### config.mk
export PLATFORM = sky130hd
export DESIGN_NAME = hit_judge
export DESIGN_NICKNAME = d
export VERILOG_FILES = /design/src/rtl/hit_judge.sv
export SDC_FILE = /design/constraint.sdc
export NUM_CORES = 1
export LEC_CHECK = 0
export ABC_CLOCK_PERIOD_IN_PS = 2700
export CAP_MARGIN = 0
export CELL_PAD_IN_SITES_DETAIL_PLACEMENT = 0
export CELL_PAD_IN_SITES_GLOBAL_PLACEMENT = 2
export CORE_AREA = 5 5 128 130
export CTS_BUF_LIST = sky130_fd_sc_hd__clkbuf_16
export DETAILED_ROUTE_END_ITERATION = 12
export DIE_AREA = 0 0 133 135
export HOLD_SLACK_MARGIN = 0.15
export PLACE_DENSITY = 0.84
export SETUP_SLACK_MARGIN = 0.3
export SLEW_MARGIN = 20
export SYNTH_ARGS = -nofsm -noshare
export SYNTH_HDL_FRONTEND = slang
export SYNTH_SLANG_ARGS = --single-unit
### constraint.sdc
create_clock -name Clk -period 2.7 [get_ports Clk]
set_input_delay 0.405 -clock Clk [delete_from_list [all_inputs] [get_ports Clk]]
set_output_delay 0.405 -clock Clk [all_outputs]
set_load 0.01 [all_outputs]
### src/rtl/hit_judge.sv
// Two-player hit arbitration evaluated once per synchronized frame tick.
// Optional macro HIT_COOLDOWN_EN adds a per-attacker 12-tick cooldown after a landed hit.
module hit_judge (
   input  logic       Clk,
   input  logic       Reset,
   input  logic       frame_clk,
   input  logic       st,
   input  logic [9:0] BallX1,
   input  logic [9:0] BallY1,
   input  logic [9:0] BallX2,
   input  logic [9:0] BallY2,
   input  logic       fight_1,
   input  logic       kick_1,
   input  logic       dodge_1,
   input  logic       jump_1,
   input  logic       fight_2,
   input  logic       kick_2,
   input  logic       dodge_2,
   input  logic       jump_2,
   output logic [1:0] back1,
   output logic [1:0] back2,
   output logic [6:0] hp1,
   output logic [6:0] hp2,
   output logic       p1win,
   output logic       p2win
);

   localparam logic [6:0] HP_INIT      = 7'd100;
   localparam logic [9:0] FIGHT_RANGE  = 10'd60;
   localparam logic [9:0] KICK_RANGE   = 10'd70;
   localparam logic [9:0] Y_RANGE      = 10'd50;
   localparam logic [6:0] FIGHT_DMG    = 7'd5;
   localparam logic [6:0] KICK_DMG     = 7'd8;
   localparam logic [3:0] STUN_FRAMES  = 4'd8;
   localparam logic [3:0] DODGE_FRAMES = 4'd4;
   localparam logic [1:0] BK_NONE      = 2'd0;
   localparam logic [1:0] BK_DODGE     = 2'd1;
   localparam logic [1:0] BK_KNOCK     = 2'd2;

   typedef enum logic [1:0] {S_IDLE = 2'd0, S_FIGHT = 2'd1, S_OVER = 2'd2} state_t;

   state_t     r_state;
   logic [1:0] r_sync;
   logic       r_sync_q;
   logic [6:0] r_hp1, r_hp2;
   logic [1:0] r_back1, r_back2;
   logic [3:0] r_tmr1, r_tmr2;
   logic       r_p1win, r_p2win;

   logic       w_tick;
   logic [9:0] w_dx, w_dy;
   logic       w_in_fight, w_in_kick, w_in_y;
   logic [3:0] w_tmr1_dec, w_tmr2_dec;
   logic       w_stun1, w_stun2;
   logic       w_cd1_ok, w_cd2_ok;
   logic       w_a1_kick, w_a1_punch, w_a1, w_a2_kick, w_a2_punch, w_a2;
   logic       w_dodge1, w_dmg1, w_dodge2, w_dmg2;
   logic [6:0] w_hp1_next, w_hp2_next;
   logic       w_over_next;
   logic [1:0] w_back1_next, w_back2_next;
   logic [3:0] w_tmr1_next, w_tmr2_next;

   function automatic logic [9:0] abs_diff(input logic [9:0] a, input logic [9:0] b);
      return (a >= b) ? (a - b) : (b - a);
   endfunction

   function automatic logic [6:0] sat_sub(input logic [6:0] hp, input logic [6:0] dmg);
      return (hp >= dmg) ? (hp - dmg) : 7'd0;
   endfunction

   function automatic logic [3:0] dec4(input logic [3:0] v);
      return (v != 4'd0) ? (v - 4'd1) : 4'd0;
   endfunction

   always_ff @(posedge Clk or posedge Reset) begin
      if (Reset) begin
         r_sync   <= 2'b00;
         r_sync_q <= 1'b0;
      end else begin
         r_sync   <= {r_sync[0], frame_clk};
         r_sync_q <= r_sync[1];
      end
   end

   assign w_tick     = r_sync[1] & ~r_sync_q;
   assign w_dx       = abs_diff(BallX1, BallX2);
   assign w_dy       = abs_diff(BallY1, BallY2);
   assign w_in_fight = (w_dx <= FIGHT_RANGE);
   assign w_in_kick  = (w_dx <= KICK_RANGE);
   assign w_in_y     = (w_dy <= Y_RANGE);

   // A victim stays protected only if its knockback survives this tick's decrement,
   // so a held attack re-lands exactly STUN_FRAMES ticks after the previous hit.
   assign w_tmr1_dec = dec4(r_tmr1);
   assign w_tmr2_dec = dec4(r_tmr2);
   assign w_stun1    = (r_back1 == BK_KNOCK) && (w_tmr1_dec != 4'd0);
   assign w_stun2    = (r_back2 == BK_KNOCK) && (w_tmr2_dec != 4'd0);

   assign w_a1_kick  = kick_1 & w_in_kick;
   assign w_a1_punch = fight_1 & w_in_fight;
   assign w_a1       = (w_a1_kick | w_a1_punch) & w_in_y & ~w_stun2 & w_cd1_ok;
   assign w_a2_kick  = kick_2 & w_in_kick;
   assign w_a2_punch = fight_2 & w_in_fight;
   assign w_a2       = (w_a2_kick | w_a2_punch) & w_in_y & ~w_stun1 & w_cd2_ok;

   // Dodge beats everything; a jump only evades punches.
   assign w_dodge2   = w_a1 & dodge_2;
   assign w_dmg2     = w_a1 & ~dodge_2 & (w_a1_kick | ~jump_2);
   assign w_dodge1   = w_a2 & dodge_1;
   assign w_dmg1     = w_a2 & ~dodge_1 & (w_a2_kick | ~jump_1);

   assign w_hp2_next  = w_dmg2 ? sat_sub(r_hp2, w_a1_kick ? KICK_DMG : FIGHT_DMG) : r_hp2;
   assign w_hp1_next  = w_dmg1 ? sat_sub(r_hp1, w_a2_kick ? KICK_DMG : FIGHT_DMG) : r_hp1;
   assign w_over_next = (w_hp1_next == 7'd0) || (w_hp2_next == 7'd0);

   // Next reaction code and timer for each player while fighting.
   always_comb begin
      w_back1_next = r_back1;
      w_tmr1_next  = w_tmr1_dec;
      if (w_dmg1) begin
         w_back1_next = BK_KNOCK;
         w_tmr1_next  = STUN_FRAMES;
      end else if (w_dodge1) begin
         w_back1_next = BK_DODGE;
         w_tmr1_next  = DODGE_FRAMES;
      end else if (w_tmr1_dec == 4'd0) begin
         w_back1_next = BK_NONE;
      end else begin
         w_back1_next = r_back1;
      end
      w_back2_next = r_back2;
      w_tmr2_next  = w_tmr2_dec;
      if (w_dmg2) begin
         w_back2_next = BK_KNOCK;
         w_tmr2_next  = STUN_FRAMES;
      end else if (w_dodge2) begin
         w_back2_next = BK_DODGE;
         w_tmr2_next  = DODGE_FRAMES;
      end else if (w_tmr2_dec == 4'd0) begin
         w_back2_next = BK_NONE;
      end else begin
         w_back2_next = r_back2;
      end
   end

`ifdef HIT_COOLDOWN_EN
   localparam logic [3:0] CD_LOAD = 4'd12;
   logic [3:0] r_cd1, r_cd2;
   logic       w_land1, w_land2;

   assign w_land1  = w_dodge2 | w_dmg2;
   assign w_land2  = w_dodge1 | w_dmg1;
   assign w_cd1_ok = (dec4(r_cd1) == 4'd0);
   assign w_cd2_ok = (dec4(r_cd2) == 4'd0);

   always_ff @(posedge Clk or posedge Reset) begin
      if (Reset) begin
         r_cd1 <= 4'd0;
         r_cd2 <= 4'd0;
      end else if (w_tick) begin
         if (st && (r_state == S_FIGHT) && !w_over_next) begin
            r_cd1 <= w_land1 ? CD_LOAD : dec4(r_cd1);
            r_cd2 <= w_land2 ? CD_LOAD : dec4(r_cd2);
         end else begin
            r_cd1 <= 4'd0;
            r_cd2 <= 4'd0;
         end
      end
   end
`else
   assign w_cd1_ok = 1'b1;
   assign w_cd2_ok = 1'b1;
`endif

   always_ff @(posedge Clk or posedge Reset) begin
      if (Reset) begin
         r_state <= S_IDLE;
         r_hp1   <= HP_INIT;
         r_hp2   <= HP_INIT;
         r_back1 <= BK_NONE;
         r_back2 <= BK_NONE;
         r_tmr1  <= 4'd0;
         r_tmr2  <= 4'd0;
         r_p1win <= 1'b0;
         r_p2win <= 1'b0;
      end else if (w_tick) begin
         if (!st) begin
            r_state <= S_IDLE;
            r_back1 <= BK_NONE;
            r_back2 <= BK_NONE;
            r_tmr1  <= 4'd0;
            r_tmr2  <= 4'd0;
            r_p1win <= 1'b0;
            r_p2win <= 1'b0;
         end else begin
            case (r_state)
               S_IDLE: begin
                  r_state <= S_FIGHT;
                  r_hp1   <= HP_INIT;
                  r_hp2   <= HP_INIT;
                  r_back1 <= BK_NONE;
                  r_back2 <= BK_NONE;
                  r_tmr1  <= 4'd0;
                  r_tmr2  <= 4'd0;
                  r_p1win <= 1'b0;
                  r_p2win <= 1'b0;
               end
               S_FIGHT: begin
                  r_hp1 <= w_hp1_next;
                  r_hp2 <= w_hp2_next;
                  if (w_over_next) begin
                     r_state <= S_OVER;
                     r_back1 <= BK_NONE;
                     r_back2 <= BK_NONE;
                     r_tmr1  <= 4'd0;
                     r_tmr2  <= 4'd0;
                     r_p1win <= (w_hp2_next == 7'd0) && (w_hp1_next != 7'd0);
                     r_p2win <= (w_hp1_next == 7'd0) && (w_hp2_next != 7'd0);
                     if ((w_hp1_next == 7'd0) && (w_hp2_next == 7'd0)) begin
                        r_p1win <= 1'b1;
                        r_p2win <= 1'b1;
                     end
                  end else begin
                     r_back1 <= w_back1_next;
                     r_back2 <= w_back2_next;
                     r_tmr1  <= w_tmr1_next;
                     r_tmr2  <= w_tmr2_next;
                  end
               end
               S_OVER: begin
                  r_back1 <= BK_NONE;
                  r_back2 <= BK_NONE;
                  r_tmr1  <= 4'd0;
                  r_tmr2  <= 4'd0;
               end
               default: r_state <= S_IDLE;
            endcase
         end
      end
   end

   assign back1 = r_back1;
   assign back2 = r_back2;
   assign hp1   = r_hp1;
   assign hp2   = r_hp2;
   assign p1win = r_p1win;
   assign p2win = r_p2win;

endmodule

==> run summary <==
- 9 — r2r worst-path depth
- simple AND/OR/NAND/NOR gates — Top Family by Delay on Critical Path
- 458 mW/mm2 — power density over cell area
- 0 — diode insertion count for antenna repair
- 4.80 ns — fin crit period
- hp1[2]$_DFFE_PP1P_ — startpoint of the lowest-slack register-to-register path
- 0.09 ns — R2R Setup Slk
- 0.00461 ns — skew final
- 45 — site row count
- 0.260 mV — IR drop worst, VDD
- 34 — largest net degree at the start of global routing
- 0.539 — worst relative slew slack
- 0.148 — global router's overall resource usage
- 0.0180 mm2 — area enclosed by the die boundary
- 2 — number of H-tree branching levels
- 0.195 — sequential-to-total area share from yosys stat
- 5.02 — vias per cell
- 1.00 — FFs w/ async S/R, synth
- r_tmr1[2]$_DFFE_PP0P_ — capturing point of the worst reg2reg path
- 71 — port buffer count
- 67.2% — P&R area growth vs syn
- input port — crit start category
- 5 — largest fanout on the critical path
- 5,126 — vias in the first global route
- 0.0150 mm2 — Core Area
- 0.691 ns — worst slew pin tran
- 0.27 ns — Skew-Pair Late Insertion Delay
- 33 — Clock Sinks
- 6 — Pre-antenna DRT Iters
- -53.75 ns — aggregate negative setup slack
- 133 um — die extent in x
- r_sync[0]$_DFF_PP0_ — hold wc startpoint
- 0 — Synthesis Warnings
- 3.24 nW — leakage
- done — clock tree from TritonCTS
- flop — Critical Path End Type
- 14.1 um — routed wirelength normalized by instance count
- -2.96 ns — pre-CTS setup slack
- 0 — Hold Fails Final Rpt
- 10,700 um — HPWL Detailed
- 955 — Final Non-Filler Cells
- 868 — net count of the finished layout
- 0 — final antenna-violating net count
- 2 — number of buffers between clock root and the deepest sink
- 0.850 — routability congestion estimate
- 0 — number of remaining DRC errors
- 5 — Num CTS Buffers
- true — unrepaired setup endpoints after global routing
- flop to flop — worst min-delay path category
- 2.86 ns — required time of the critical path
- 4.96 ns — WP data arrival
- complete, but fails checks — result of the run
- 933 — cell count after placement
- 0 — number of buffers inserted by hold repair at cts
- 72 — number of top-level pins
- 30 — number of failing setup endpoints in the final timing report
- 0 — number of antenna violations at the first check in global routing
- 0.285 — Initial Utilization
- 135 um — Vert. Die Dim
- 0 — number of enable flip-flop cells after synthesis
- 66 — number of distinct library cell variants in the gate-level netlist after synthesis
- 550 — count of mapped cells out of synthesis
- 1.78 — share of the clock period used by the worst path
- dfrtp_1 — predominant post-synthesis flop cell
- 13,500 um — total detailed-routing wirelength
- 7.78 um2 — mean instance size in the synthesized netlist
- -2.10 ns — post-route worst setup slack
- 158 — number of DRC violations after detailed-routing iteration 0
- 0.00428 mm2 — Post-Syn Area
- 0 — number of max-slew violations in the final report
- 652 — Net Count, Synth
- 208 MHz — FMAX
- 0.370 — share of final-layout standard cells stronger than drive strength 1
- 0.05 ns — Clk pin slew, worst setup/hold paths
- 4,798 — via count of the routed design
- clkbuf_16 — CTS Root Buffer Type
- 0 — total congestion overflow
- 7 — Critical path buffers and inverters
- or4_4 — Max stage delay cell, worst path
- negative setup slack — failing checks
- 0 — hold depth
- 22,800 um — first-pass GRT wire length
- input port to flop — Setup CP Type
- 0 — number of maximum-capacitance violations
- 33 — Synth Register Bits
- r_sync[1]$_DFF_PP0_ — Min-Delay Endpoint
- 0.57 ns — largest stage delay on the critical path
cells in the mapped netlist (3+ instances only):
cell | instances | area [um2]
a211oi_1 | 3 | 22.5
a21o_1 | 17 | 128
a21oi_1 | 35 | 175
a221oi_1 | 3 | 26.3
a22o_1 | 8 | 70.1
a31oi_1 | 5 | 31.3
and2_1 | 5 | 31.3
and3_1 | 4 | 25.0
buf_2 | 8 | 40.0
clkbuf_1 | 12 | 45.0
dfrtp_1 | 27 | 676
dfstp_2 | 6 | 158
fa_1 | 4 | 80.1
ha_1 | 46 | 576
inv_1 | 72 | 270
mux2_2 | 4 | 45.0
mux2i_1 | 9 | 90.1
nand2_1 | 45 | 169
nand2b_1 | 5 | 31.3
nand3_1 | 19 | 95.1
nand3b_1 | 5 | 37.5
nand4_1 | 15 | 93.8
nor2_1 | 32 | 120
nor2b_1 | 11 | 68.8
nor3_1 | 10 | 50.1
nor3b_1 | 5 | 37.5
nor4_1 | 8 | 50.1
o211ai_1 | 3 | 22.5
o21a_1 | 5 | 37.5
o21ai_0 | 26 | 130
o221ai_1 | 4 | 35.0
o22ai_1 | 10 | 62.6
o31ai_1 | 7 | 52.6
o41ai_1 | 5 | 43.8
or3_1 | 8 | 50.1
or4_1 | 3 | 22.5
xnor2_1 | 10 | 87.6
xor2_1 | 10 | 87.6
report_power, final:
| group | total (mW) | switching (mW) | internal [mW] |
|---|---|---|---|
| sequential | 0.722 | 0.144 | 0.579 |
| clock | 0.627 | 0.199 | 0.428 |
| combinational | 1.93 | 0.875 | 1.05 |
| total | 3.28 | 1.22 | 2.06 |
metrics by stage:
stage               cell area (um2)   util  hold WS, ns  total power [mW]
global route                   7160  0.476        0.365              3.51
detailed placement             6350  0.423        0.341              2.38
CTS                            6900  0.459        0.354              3.15
global placement               6350  0.423        0.339              2.36
floorplan                      4420      -        0.331              1.60
finish                         7160  0.476        0.353              3.28
kinds of logic after synthesis:
family / after synthesis / share of synthesized area
compound gates: 156 / 0.262
xor+xnor: 20 / 0.0409
mux: 13 / 0.0316
simple gates: 183 / 0.228
buf+inv: 95 / 0.0900
flops: 33 / 0.195
fa+ha+maj: 50 / 0.153
how the worst max path moves through the flow:
stage | startpoint | endpoint | slack (ns) | cells past startpoint
after floorplan | BallX1[0] | r_tmr1[2]$_DFFE_PP0P_ | -2.22 | 25
after global placement | BallX1[0] | r_tmr1[0]$_DFFE_PP0P_ | -2.95 | 25
after detailed placement | BallX1[0] | r_tmr2[3]$_DFFE_PP0P_ | -2.96 | 26
after CTS | BallX1[0] | r_tmr1[2]$_DFFE_PP0P_ | -2.07 | 24
after global routing | BallX1[0] | r_tmr1[2]$_DFFE_PP0P_ | -2.30 | 25
final | BallX1[0] | r_tmr1[2]$_DFFE_PP0P_ | -2.10 | 25
state kept, by name (all words and copies together), names as in the netlist:
| name | flops |
|---|---|
| hp1 | 7 |
| hp2 | 7 |
| r_tmr1 | 4 |
| r_tmr2 | 4 |
| back1 | 2 |
| back2 | 2 |
| r_state | 2 |
| r_sync | 2 |
| p1win | 1 |
| p2win | 1 |
| r_sync_q | 1 |
worst reg2reg max path, stage by stage (launching register included):
cell and delay [ns]:
dfstp_2 0.56, ha_4 0.20, buf_4 0.15, xor2_2 0.20, nand3_1 0.11, or3_1 0.36
a221oi_2 0.32, mux2i_4 0.17, and3_4 0.18, a32o_1 0.23
per-layer routing:
layer  vias up  share of wire  track usage
met1      2269           0.44        0.176
met5         -              0            0
met3        27          0.029       0.0209
met4         0          0.018       0.0427
li1       2408              -            -
met2        94           0.52        0.275
cell type report:
type	instances	area, um2
fillers	1441	7880
clock inverters	3	37.5
inverters	72	293
clock buffers	5	125
repair buffers	232	1970
well taps	188	235
flip-flops and latches	33	833
multi-input cells	422	3670
cell usage in the layout (no fill, tap or decap), types with 11 or more instances in the layout:
cell type        instances
buf_4                  148
inv_1                   63
clkdlybuf4s50_1         60
nand2_1                 40
nor2_1                  29
ha_1                    27
dfrtp_1                 27
a21oi_1                 24
a21o_1                  17
ha_4                    16
nand4_1                 15
nand3_1                 14
o21ai_0                 14
buf_6                   13
a21oi_2                 11
o21ai_1                 11
timing repair:
item	in CTS	in global routing
resized for setup	90	45
gates cloned	1	0
pin swaps	44	41
setup endpoints to repair	30	30
buffers inserted	10	3
(Power assumes the default switching activity.)
